## config.mk

```make
export PLATFORM = sky130hd
export DESIGN_NAME = wb_burst_arbiter
export DESIGN_NICKNAME = d
export VERILOG_FILES = /design/src/rtl/wb_defs_pkg.sv /design/src/rtl/wb_master_mux.sv /design/src/rtl/wb_burst_arbiter.sv
export SDC_FILE = /design/constraint.sdc
export NUM_CORES = 1
export LEC_CHECK = 0
export CELL_PAD_IN_SITES_DETAIL_PLACEMENT = 1
export CELL_PAD_IN_SITES_GLOBAL_PLACEMENT = 1
export CORE_MARGIN = 1.5
export CORE_UTILIZATION = 14
export CTS_BUF_LIST = sky130_fd_sc_hd__clkbuf_4 sky130_fd_sc_hd__clkbuf_8
export DETAILED_ROUTE_END_ITERATION = 16
export GPL_ROUTABILITY_DRIVEN = 1
export GPL_TIMING_DRIVEN = 0
export PLACE_DENSITY = 0.91
export SYNTH_ARGS = -nofsm -noshare
export SYNTH_HDL_FRONTEND = slang
export SYNTH_SLANG_ARGS = --single-unit
```

## constraint.sdc

```tcl
create_clock -name clk -period 2.9 [get_ports clk]
set_clock_uncertainty 0.05 [all_clocks]
set_input_delay 0.435 -clock clk [delete_from_list [all_inputs] [get_ports clk]]
set_output_delay 0.435 -clock clk [all_outputs]
set_load 0.02 [all_outputs]
```

## src/rtl/wb_defs_pkg.sv

```systemverilog
// Wishbone B3 constants shared by the caches and the SDRAM port arbiter:
// cycle/burst type codes, arbiter state encoding and grant encoding.
package wb_defs;

    localparam logic [2:0] CTI_CLASSIC      = 3'b000;
    localparam logic [2:0] CTI_CONST_ADDR   = 3'b001;
    localparam logic [2:0] CTI_INC_BURST    = 3'b010;
    localparam logic [2:0] CTI_END_OF_BURST = 3'b111;

    localparam logic [1:0] BTE_LINEAR = 2'b00;
    localparam logic [1:0] BTE_WRAP4  = 2'b01;
    localparam logic [1:0] BTE_WRAP8  = 2'b10;
    localparam logic [1:0] BTE_WRAP16 = 2'b11;

    typedef enum logic [1:0] {
        S_IDLE = 2'd0,
        S_GNT0 = 2'd1,
        S_GNT1 = 2'd2,
        S_TURN = 2'd3
    } arb_state_e;

    localparam logic [1:0] GNT_NONE = 2'b00;
    localparam logic [1:0] GNT_M0   = 2'b01;
    localparam logic [1:0] GNT_M1   = 2'b10;

    // A beat that closes a transfer: last beat of a burst or a classic cycle.
    function automatic logic is_burst_boundary(input logic [2:0] cti);
        return (cti == CTI_END_OF_BURST) || (cti == CTI_CLASSIC);
    endfunction

endpackage

```

## src/rtl/wb_master_mux.sv

```systemverilog
// Combinational 2:1 selector of Wishbone master request signals by one-hot
// grant; with no grant the slave sees an idle classic cycle.
module wb_master_mux
    import wb_defs::*;
#(
    parameter int AW = 32,
    parameter int DW = 32
) (
    input  logic [1:0]    grant_i,
    input  logic [AW-1:0] m0_adr_i,
    input  logic          m0_cyc_i,
    input  logic          m0_stb_i,
    input  logic          m0_we_i,
    input  logic [3:0]    m0_sel_i,
    input  logic [2:0]    m0_cti_i,
    input  logic [1:0]    m0_bte_i,
    input  logic [DW-1:0] m0_dat_i,
    input  logic [AW-1:0] m1_adr_i,
    input  logic          m1_cyc_i,
    input  logic          m1_stb_i,
    input  logic          m1_we_i,
    input  logic [3:0]    m1_sel_i,
    input  logic [2:0]    m1_cti_i,
    input  logic [1:0]    m1_bte_i,
    input  logic [DW-1:0] m1_dat_i,
    output logic [AW-1:0] s_adr_o,
    output logic          s_cyc_o,
    output logic          s_stb_o,
    output logic          s_we_o,
    output logic [3:0]    s_sel_o,
    output logic [2:0]    s_cti_o,
    output logic [1:0]    s_bte_o,
    output logic [DW-1:0] s_dat_o
);

    always_comb begin
        s_adr_o = '0;
        s_cyc_o = 1'b0;
        s_stb_o = 1'b0;
        s_we_o  = 1'b0;
        s_sel_o = '0;
        s_cti_o = CTI_CLASSIC;
        s_bte_o = BTE_LINEAR;
        s_dat_o = '0;
        case (grant_i)
            GNT_M0: begin
                s_adr_o = m0_adr_i;
                s_cyc_o = m0_cyc_i;
                s_stb_o = m0_stb_i;
                s_we_o  = m0_we_i;
                s_sel_o = m0_sel_i;
                s_cti_o = m0_cti_i;
                s_bte_o = m0_bte_i;
                s_dat_o = m0_dat_i;
            end
            GNT_M1: begin
                s_adr_o = m1_adr_i;
                s_cyc_o = m1_cyc_i;
                s_stb_o = m1_stb_i;
                s_we_o  = m1_we_i;
                s_sel_o = m1_sel_i;
                s_cti_o = m1_cti_i;
                s_bte_o = m1_bte_i;
                s_dat_o = m1_dat_i;
            end
            default: ;
        endcase
    end

endmodule

```

## src/rtl/wb_burst_arbiter.sv

```systemverilog
// Two-master (icache = m0, dcache = m1) to one-slave Wishbone B3 arbiter
// for the SDRAM port: burst-preserving, round-robin, with bounded hold time.
module wb_burst_arbiter
    import wb_defs::*;
#(
    parameter int AW       = 32,
    parameter int DW       = 32,
    parameter int MAX_HOLD = 64
) (
    input  logic          clk,
    input  logic          rst,
    input  logic [AW-1:0] m0_adr_i,
    input  logic          m0_cyc_i,
    input  logic          m0_stb_i,
    input  logic          m0_we_i,
    input  logic [3:0]    m0_sel_i,
    input  logic [2:0]    m0_cti_i,
    input  logic [1:0]    m0_bte_i,
    input  logic [DW-1:0] m0_dat_i,
    output logic [DW-1:0] m0_dat_o,
    output logic          m0_ack_o,
    output logic          m0_err_o,
    input  logic [AW-1:0] m1_adr_i,
    input  logic          m1_cyc_i,
    input  logic          m1_stb_i,
    input  logic          m1_we_i,
    input  logic [3:0]    m1_sel_i,
    input  logic [2:0]    m1_cti_i,
    input  logic [1:0]    m1_bte_i,
    input  logic [DW-1:0] m1_dat_i,
    output logic [DW-1:0] m1_dat_o,
    output logic          m1_ack_o,
    output logic          m1_err_o,
    output logic [AW-1:0] s_adr_o,
    output logic          s_cyc_o,
    output logic          s_stb_o,
    output logic          s_we_o,
    output logic [3:0]    s_sel_o,
    output logic [2:0]    s_cti_o,
    output logic [1:0]    s_bte_o,
    output logic [DW-1:0] s_dat_o,
    input  logic [DW-1:0] s_dat_i,
    input  logic          s_ack_i,
    input  logic          s_err_i,
    output logic [1:0]    grant_o,
    output logic [1:0]    dbg_state_o
);

    localparam int HW = (MAX_HOLD > 0) ? $clog2(MAX_HOLD + 1) : 1;
    localparam logic [HW-1:0] HOLD_MAX = HW'(MAX_HOLD);

    arb_state_e    state_q, state_d;
    logic          last_q, last_d;
    logic [HW-1:0] hold_q, hold_d;
    logic          other_cyc;
    logic          preempt;

    // Grant is a pure decode of the registered state, so it never glitches.
    assign grant_o     = (state_q == S_GNT0) ? GNT_M0 :
                         (state_q == S_GNT1) ? GNT_M1 : GNT_NONE;
    assign dbg_state_o = state_q;

    wb_master_mux #(.AW(AW), .DW(DW)) u_mux (
        .grant_i  (grant_o),
        .m0_adr_i (m0_adr_i), .m0_cyc_i (m0_cyc_i), .m0_stb_i (m0_stb_i),
        .m0_we_i  (m0_we_i),  .m0_sel_i (m0_sel_i), .m0_cti_i (m0_cti_i),
        .m0_bte_i (m0_bte_i), .m0_dat_i (m0_dat_i),
        .m1_adr_i (m1_adr_i), .m1_cyc_i (m1_cyc_i), .m1_stb_i (m1_stb_i),
        .m1_we_i  (m1_we_i),  .m1_sel_i (m1_sel_i), .m1_cti_i (m1_cti_i),
        .m1_bte_i (m1_bte_i), .m1_dat_i (m1_dat_i),
        .s_adr_o  (s_adr_o),  .s_cyc_o  (s_cyc_o),  .s_stb_o  (s_stb_o),
        .s_we_o   (s_we_o),   .s_sel_o  (s_sel_o),  .s_cti_o  (s_cti_o),
        .s_bte_o  (s_bte_o),  .s_dat_o  (s_dat_o)
    );

    assign m0_dat_o = s_dat_i;
    assign m1_dat_o = s_dat_i;
    assign m0_ack_o = (state_q == S_GNT0) && s_ack_i;
    assign m1_ack_o = (state_q == S_GNT1) && s_ack_i;
    assign m0_err_o = (state_q == S_GNT0) && s_err_i;
    assign m1_err_o = (state_q == S_GNT1) && s_err_i;

    assign other_cyc = (state_q == S_GNT0) ? m1_cyc_i : m0_cyc_i;
    // s_cti_o is the owner's cti while granted, so the boundary test needs no extra mux.
    assign preempt   = (MAX_HOLD != 0) && (hold_q == HOLD_MAX) && s_ack_i &&
                       is_burst_boundary(s_cti_o);

    always_comb begin
        state_d = state_q;
        last_d  = last_q;
        hold_d  = hold_q;
        case (state_q)
            S_IDLE, S_TURN: begin
                if (m0_cyc_i && (!m1_cyc_i || last_q)) begin
                    state_d = S_GNT0;
                end else if (m1_cyc_i) begin
                    state_d = S_GNT1;
                end else begin
                    state_d = S_IDLE;
                end
            end
            S_GNT0, S_GNT1: begin
                if (other_cyc && (hold_q != HOLD_MAX)) begin
                    hold_d = hold_q + HW'(1);
                end
                if (!s_cyc_o || preempt) begin
                    state_d = S_TURN;
                    last_d  = (state_q == S_GNT1);
                end
            end
            default: state_d = S_IDLE;
        endcase
        if (state_d != state_q) begin
            hold_d = '0;
        end
    end

    always_ff @(posedge clk or negedge rst) begin
        if (!rst) begin
            state_q <= S_IDLE;
            last_q  <= 1'b1;
            hold_q  <= '0;
        end else begin
            state_q <= state_d;
            last_q  <= last_d;
            hold_q  <= hold_d;
        end
    end

endmodule

```

== After elaboration in Yosys (flattened, before gate mapping) ==
Cells that the tools add are included.

* Output and inout port bits: 148
* Logic and storage cells: 52
* Bits of input ports: 188
* Flip-flop bits (word level): 10

* Equal/unequal tests: 9
* Mux-type cells: 18
* Add/subtract/negate cells: 1
* Reductions and logical operators: 21

{| class="wikitable"
|+ Operators by type and width
! operator !! count
|-
| case mux 32 bit (2 select lines) || 2
|-
| two-way mux 7 bit || 3
|-
| two-way mux 2 bit || 5
|-
| logical AND 1 bit || 8
|-
| case mux 2 bit (2 select lines) || 2
|-
| case mux 4 bit (2 select lines) || 1
|-
| adder 7 x 1 -> 7 bit (second input constant) || 1
|-
| equality test 7 bit (second input constant) || 1
|-
| inequality test 7 bit (second input constant) || 1
|-
| equality test 2 bit (second input constant) || 3
|-
| case mux 1 bit (2 select lines) || 3
|-
| case mux 3 bit (2 select lines) || 1
|-
| equality test 2 x 1 -> 1 bit (second input constant) || 2
|-
| AND reduction 2 bit || 2
|-
| nonzero test 2 bit || 2
|-
| OR reduction 2 bit || 2
|-
| equality test 3 bit (second input constant) || 1
|-
| logical NOT 3 bit || 1
|-
| logical OR 1 bit || 3
|-
| logical NOT 1 bit || 2
|-
| logical NOT 2 bit || 1
|-
| inequality test 2 bit || 1
|-
| two-way mux 1 bit || 1
|}

== Logic depth before layout (Yosys ltp) ==
Gate-level depths: netlist (run 1).

* Depth after elaboration: 14
* Mapped depth: 7
* Depth with buffers taken out: 6

== Hierarchy ==
A second synthesis (run 1) with hierarchy kept.

* Cell total of the unflattened synthesis: 310
* Area total of the unflattened synthesis: 2197.1 µm²

{| class="wikitable"
|+ By module, submodules not included
! module !! area an instance (µm²) !! cells each !! times used
|-
| wb_burst_arbiter || 1167.4 || 130 || 1
|-
| wb_master_mux || 1029.7 || 180 || 1
|}

== Least setup slack after synthesis (run 1) ==
OpenSTA, ideal clock, no wires.

* Path kind: register -> output
* Start point: register state_q[0], in the netlist dbg_state_o[0]
* End point: output port s_adr_o[10]
* Path slack: 446 ps
* Data required time: 2415 ps
* Arrival time: 1969 ps
* Path buffers: 4
* Stages on the path, launching flop included: 8
* Path through: dfrtp_1 inv_1 ha_1 buf_2 buf_2 buf_2 buf_2 nor2_1

* Longest elaborated chain between the ends: 5

{| class="wikitable"
|+ RTL lines
! what !! RTL line !! source
|-
| start: declaration || wb_burst_arbiter.sv:52 || <nowiki>arb_state_e state_q, state_d;</nowiki>
|-
| start signal: assignment || wb_burst_arbiter.sv:124 || <nowiki>state_q <= state_d;</nowiki>
|-
| equality test 2 bit || wb_burst_arbiter.sv:60 || <nowiki>(state_q == S_GNT1) ? GNT_M1 : GNT_NONE;</nowiki>
|-
| two-way mux 2 bit || wb_burst_arbiter.sv:60 ||
|-
| two-way mux 2 bit * || wb_burst_arbiter.sv:59 || <nowiki>assign grant_o = (state_q == S_GNT0) ? GNT_M0 :</nowiki>
|-
| equality test 2 bit or equality test 2 x 1 -> 1 bit (tied branches) || wb_master_mux.sv:45 || <nowiki>case (grant_i)</nowiki>
|-
| case mux 32 bit (2 select lines) * || wb_master_mux.sv:45 ||
|-
| end: declaration || wb_burst_arbiter.sv:34 || <nowiki>output logic [AW-1:0] s_adr_o,</nowiki>
|}

Mark *: on every way between the ends. The rest lies on a longest branch, timed or not.

== Final worst setup path (run 1) ==
* Start point: register state_q[1], in the netlist dbg_state_o[1]
* End point: output port s_dat_o[20]

* Longest elaborated chain between the ends: 5

{| class="wikitable"
|+ RTL lines
! what !! RTL line !! source
|-
| equality test 2 bit || wb_burst_arbiter.sv:60 ||
|-
| two-way mux 2 bit || wb_burst_arbiter.sv:60 ||
|-
| two-way mux 2 bit * || wb_burst_arbiter.sv:59 ||
|-
| equality test 2 bit or equality test 2 x 1 -> 1 bit (tied branches) || wb_master_mux.sv:45 ||
|-
| case mux 32 bit (2 select lines) * || wb_master_mux.sv:45 ||
|-
| end: declaration || wb_burst_arbiter.sv:41 || <nowiki>output logic [DW-1:0] s_dat_o,</nowiki>
|}

Marked as above.

==> impl_metrics.ini, run 1 <==
[cells_and_area]
fin_cells = 846
fin_area_mm2 = 0.005614
area_growth_pct = 146.7
fillers = 1948
nNetsFinal = 825
register_area_um2 = 252.7
multi_input_area_mm2 = 0.001429
antenna_cells = 0
final_cell_mix = clkdlybuf4s50_1, nor2_1, buf_4, a22oi_1, dlygate4sd2_1
drive_gt1_frac = 0.1873
final_common_cell = clkdlybuf4s50_1

[route]
drtAntennaViolNets = 0
drt_iter0_drc = 123
drt-total-wl_um = 15500
routed_via_density = 4.278
dr.pass1.iters = 4
vias = 3619
route.detailed.drc = 0
routedWlPerCell_um = 18.32

[die]
die_w_um = 130.5
die_h_um = 130.5
num_rows = 46
core_mm2 = 0.01589
die_area_mm2 = 0.01703
pin_count = 336
start_util = 0.1433

[placed_design]
gp_congestion = 0.7723
placed_area_mm2 = 0.005579
pre_cts_slack_ns = -0.4687
dp_hpwl_um = 13230
dpl.cell_count = 840
port_buffers = 303

[global_route]
antenna_found_initial = 0
track_usage = 0.1610
grt_pass1_wl_um = 20890
grt_pass1_vias = 3692
grt-ovfl-total = 0
grt_max_degree = 11

[synthesis]
synth_edf_count = 0
synth.net_count = 515
yosys.area.top_type = a22oi_1
synth.cell_area_mm2 = 0.002276
yosysWarnings = 0
ys_ff_latch = 10
ys_types = 41
syn_inst = 321
synth_ff_type = dfrtp_1
async_reset_ff_frac = 1.000
synth.avg_cell_area_um2 = 7.090
yosys-top-cells-area = a22oi_1, buf_4, nor2_1, dfrtp_1, ha_1
synth_seq_area_share = 0.1105
synth_top_area_share = 0.2474

[timing]
worst_slew_pin_slew_ns = 0.6329
min_period_ns = 2.733
finalHoldViolCount = 0
slew_violations = 0
max_freq_mhz = 365.9
relSlewSlack = 0.5772
whs_ns = 0.4670
finalSetupViolations = 0
rsz0062_at_grt = false
finalWorstSetupSlack_ns = 0.1671
fin_crit_sh = 0.9424
setup_tns_ns = 0

[setup_path]
critPathRequiredTime_ns = 2.41
crit_type = register to output port
path_buf_inv = 4
worstPathArrival_ns = 2.25
path_common_cell = buf_4
crit_path_end_kind = output port
start_kind = register
critPathSlowestCell = dfrtp_1
path_max_fanout = 10
cp_cell_sequence = inv_1, ha_1, buf_4, buf_4, a22oi_1, nor2_1, dlygate4sd2_1
path_delay_family = buffers and inverters
slowest_delay_ns = 0.51

[run_status]
outcome = complete, no violations

[clocking]
path_clk_slew_ns = 0.05
clk_latency_ns = 0.23
cts_inserted_buffers = 3
clockRootBuffer = clkbuf_8
clock_path_buffers = 2
cts_tree = built
cts.htree.levels = 1
cts_sinks = 10

[hold_path]
hold_path.class = input port to asynchronous set/reset pin

[job]
maxCapViolCount = 0

[power_and_ir_drop]
max-vdd-ir-drop_uv = 459.1
pwr_density_cell_mw_per_mm2 = 785.8
leakagePower_nw = 2.531
worst register-to-register path: stages (launching register included):
cell and delay (ns):
dfrtp_1 0.51, inv_1 0.11, ha_1 0.24, a22oi_1 0.34
a21oi_1 0.21, o21bai_1 0.57, a211oi_1 0.17
routing by layer:
layer / track usage / share of wire / vias to the layer above
met5: 0 / 0 / -
met4: 0.02973 / 0.013 / 0
met3: 0.02850 / 0.076 / 18
met2: 0.3118 / 0.54 / 174
met1: 0.1847 / 0.38 / 1721
li1: - / - / 1706
layout make-up:
class,instances,area share
Sequential cell,10,0.04502
Tap cell,216,0.04814
Multi-Input combinational cell,217,0.2545
Clock buffer,4,0.008692
Inverter,4,0.002674
Timing Repair Buffer,305,0.5251
Buffer,90,0.1159
sequential cells by signal, indices dropped and copies added (netlist names):
| name | count |
|---|---|
| hold_q | 7 |
| dbg_state_o | 2 |
| last_q | 1 |
repair_timing:
action,in CTS,in global routing
endpoints found under the setup margin,76,34
hold buffers,0,0
setup buffers,0,2
gates resized for setup,105,22
through the flow:
stage | util | total power, mW
floorplan | - | 2.477
global placement | 0.3512 | 4.379
detailed placement | 0.3512 | 4.443
CTS | 0.3525 | 4.428
global route | 0.3534 | 4.733
finish | 0.3534 | 4.412
synth_stat cells, types with 2 or more instances:
cell type / count
nand2b_1: 2
ha_1: 6
nand2_1: 4
a211oi_2: 3
clkbuf_1: 4
dfrtp_1: 9
nand3_1: 2
and2_1: 5
nor2b_1: 3
inv_1: 4
xnor2_1: 5
a21oi_1: 2
buf_2: 8
mux2i_1: 2
a211oi_1: 5
nor2_1: 79
a2bb2oi_1: 2
buf_4: 64
a22oi_1: 75
buf_1: 14
nor4b_2: 3
worst paths after layout:
path | startpoint | to | slack [ns] | depth (start not counted)
worst max-delay path | dbg_state_o[1]$_DFF_PN0_ | s_dat_o[20] | 0.17 | 7
worst min-delay path | rst | hold_q[6]$_DFFE_PN0P_ | 0.47 | 1
worst max register to register | dbg_state_o[1]$_DFF_PN0_ | hold_q[4]$_DFFE_PN0P_ | 0.55 | 6
worst min register to register | last_q$_DFFE_PN1P_ | last_q$_DFFE_PN1P_ | 0.50 | 2
max in group asynchronous | rst | last_q$_DFFE_PN1P_ | 1.99 | 1
min in group clk | last_q$_DFFE_PN1P_ | last_q$_DFFE_PN1P_ | 0.50 | 2
cell families after synthesis:
kind of cell               count (synthesis)  synth area share
adders and majority gates                  6           0.03298
muxes                                      3           0.01484
buffers and inverters                     94            0.2650
AOI/OAI and AO/OA                         96            0.3321
xor gates and xnor gates                   6           0.02309
and+or+nand+nor                          106            0.2215
DFF                                       10            0.1105
power by group:
part           switching, mW  internal, mW
registers             0.0407         0.170
clock network         0.0521         0.105
logic                   2.46          1.59
total                   2.55          1.86
Power figures use the tool's default switching activity.
==> run 2, diff against run 1 <==
CTS_CLUSTER_SIZE = 14   (was unset)
==> results of run 2 <==
No change in the layout: final DEF, timing and power equal those of run 1.
==> run 3, diff against run 2 <==
CTS_CLUSTER_SIZE = 40   (was 14)
==> results of run 3 <==
No change in the layout: final DEF, timing and power equal those of run 1.
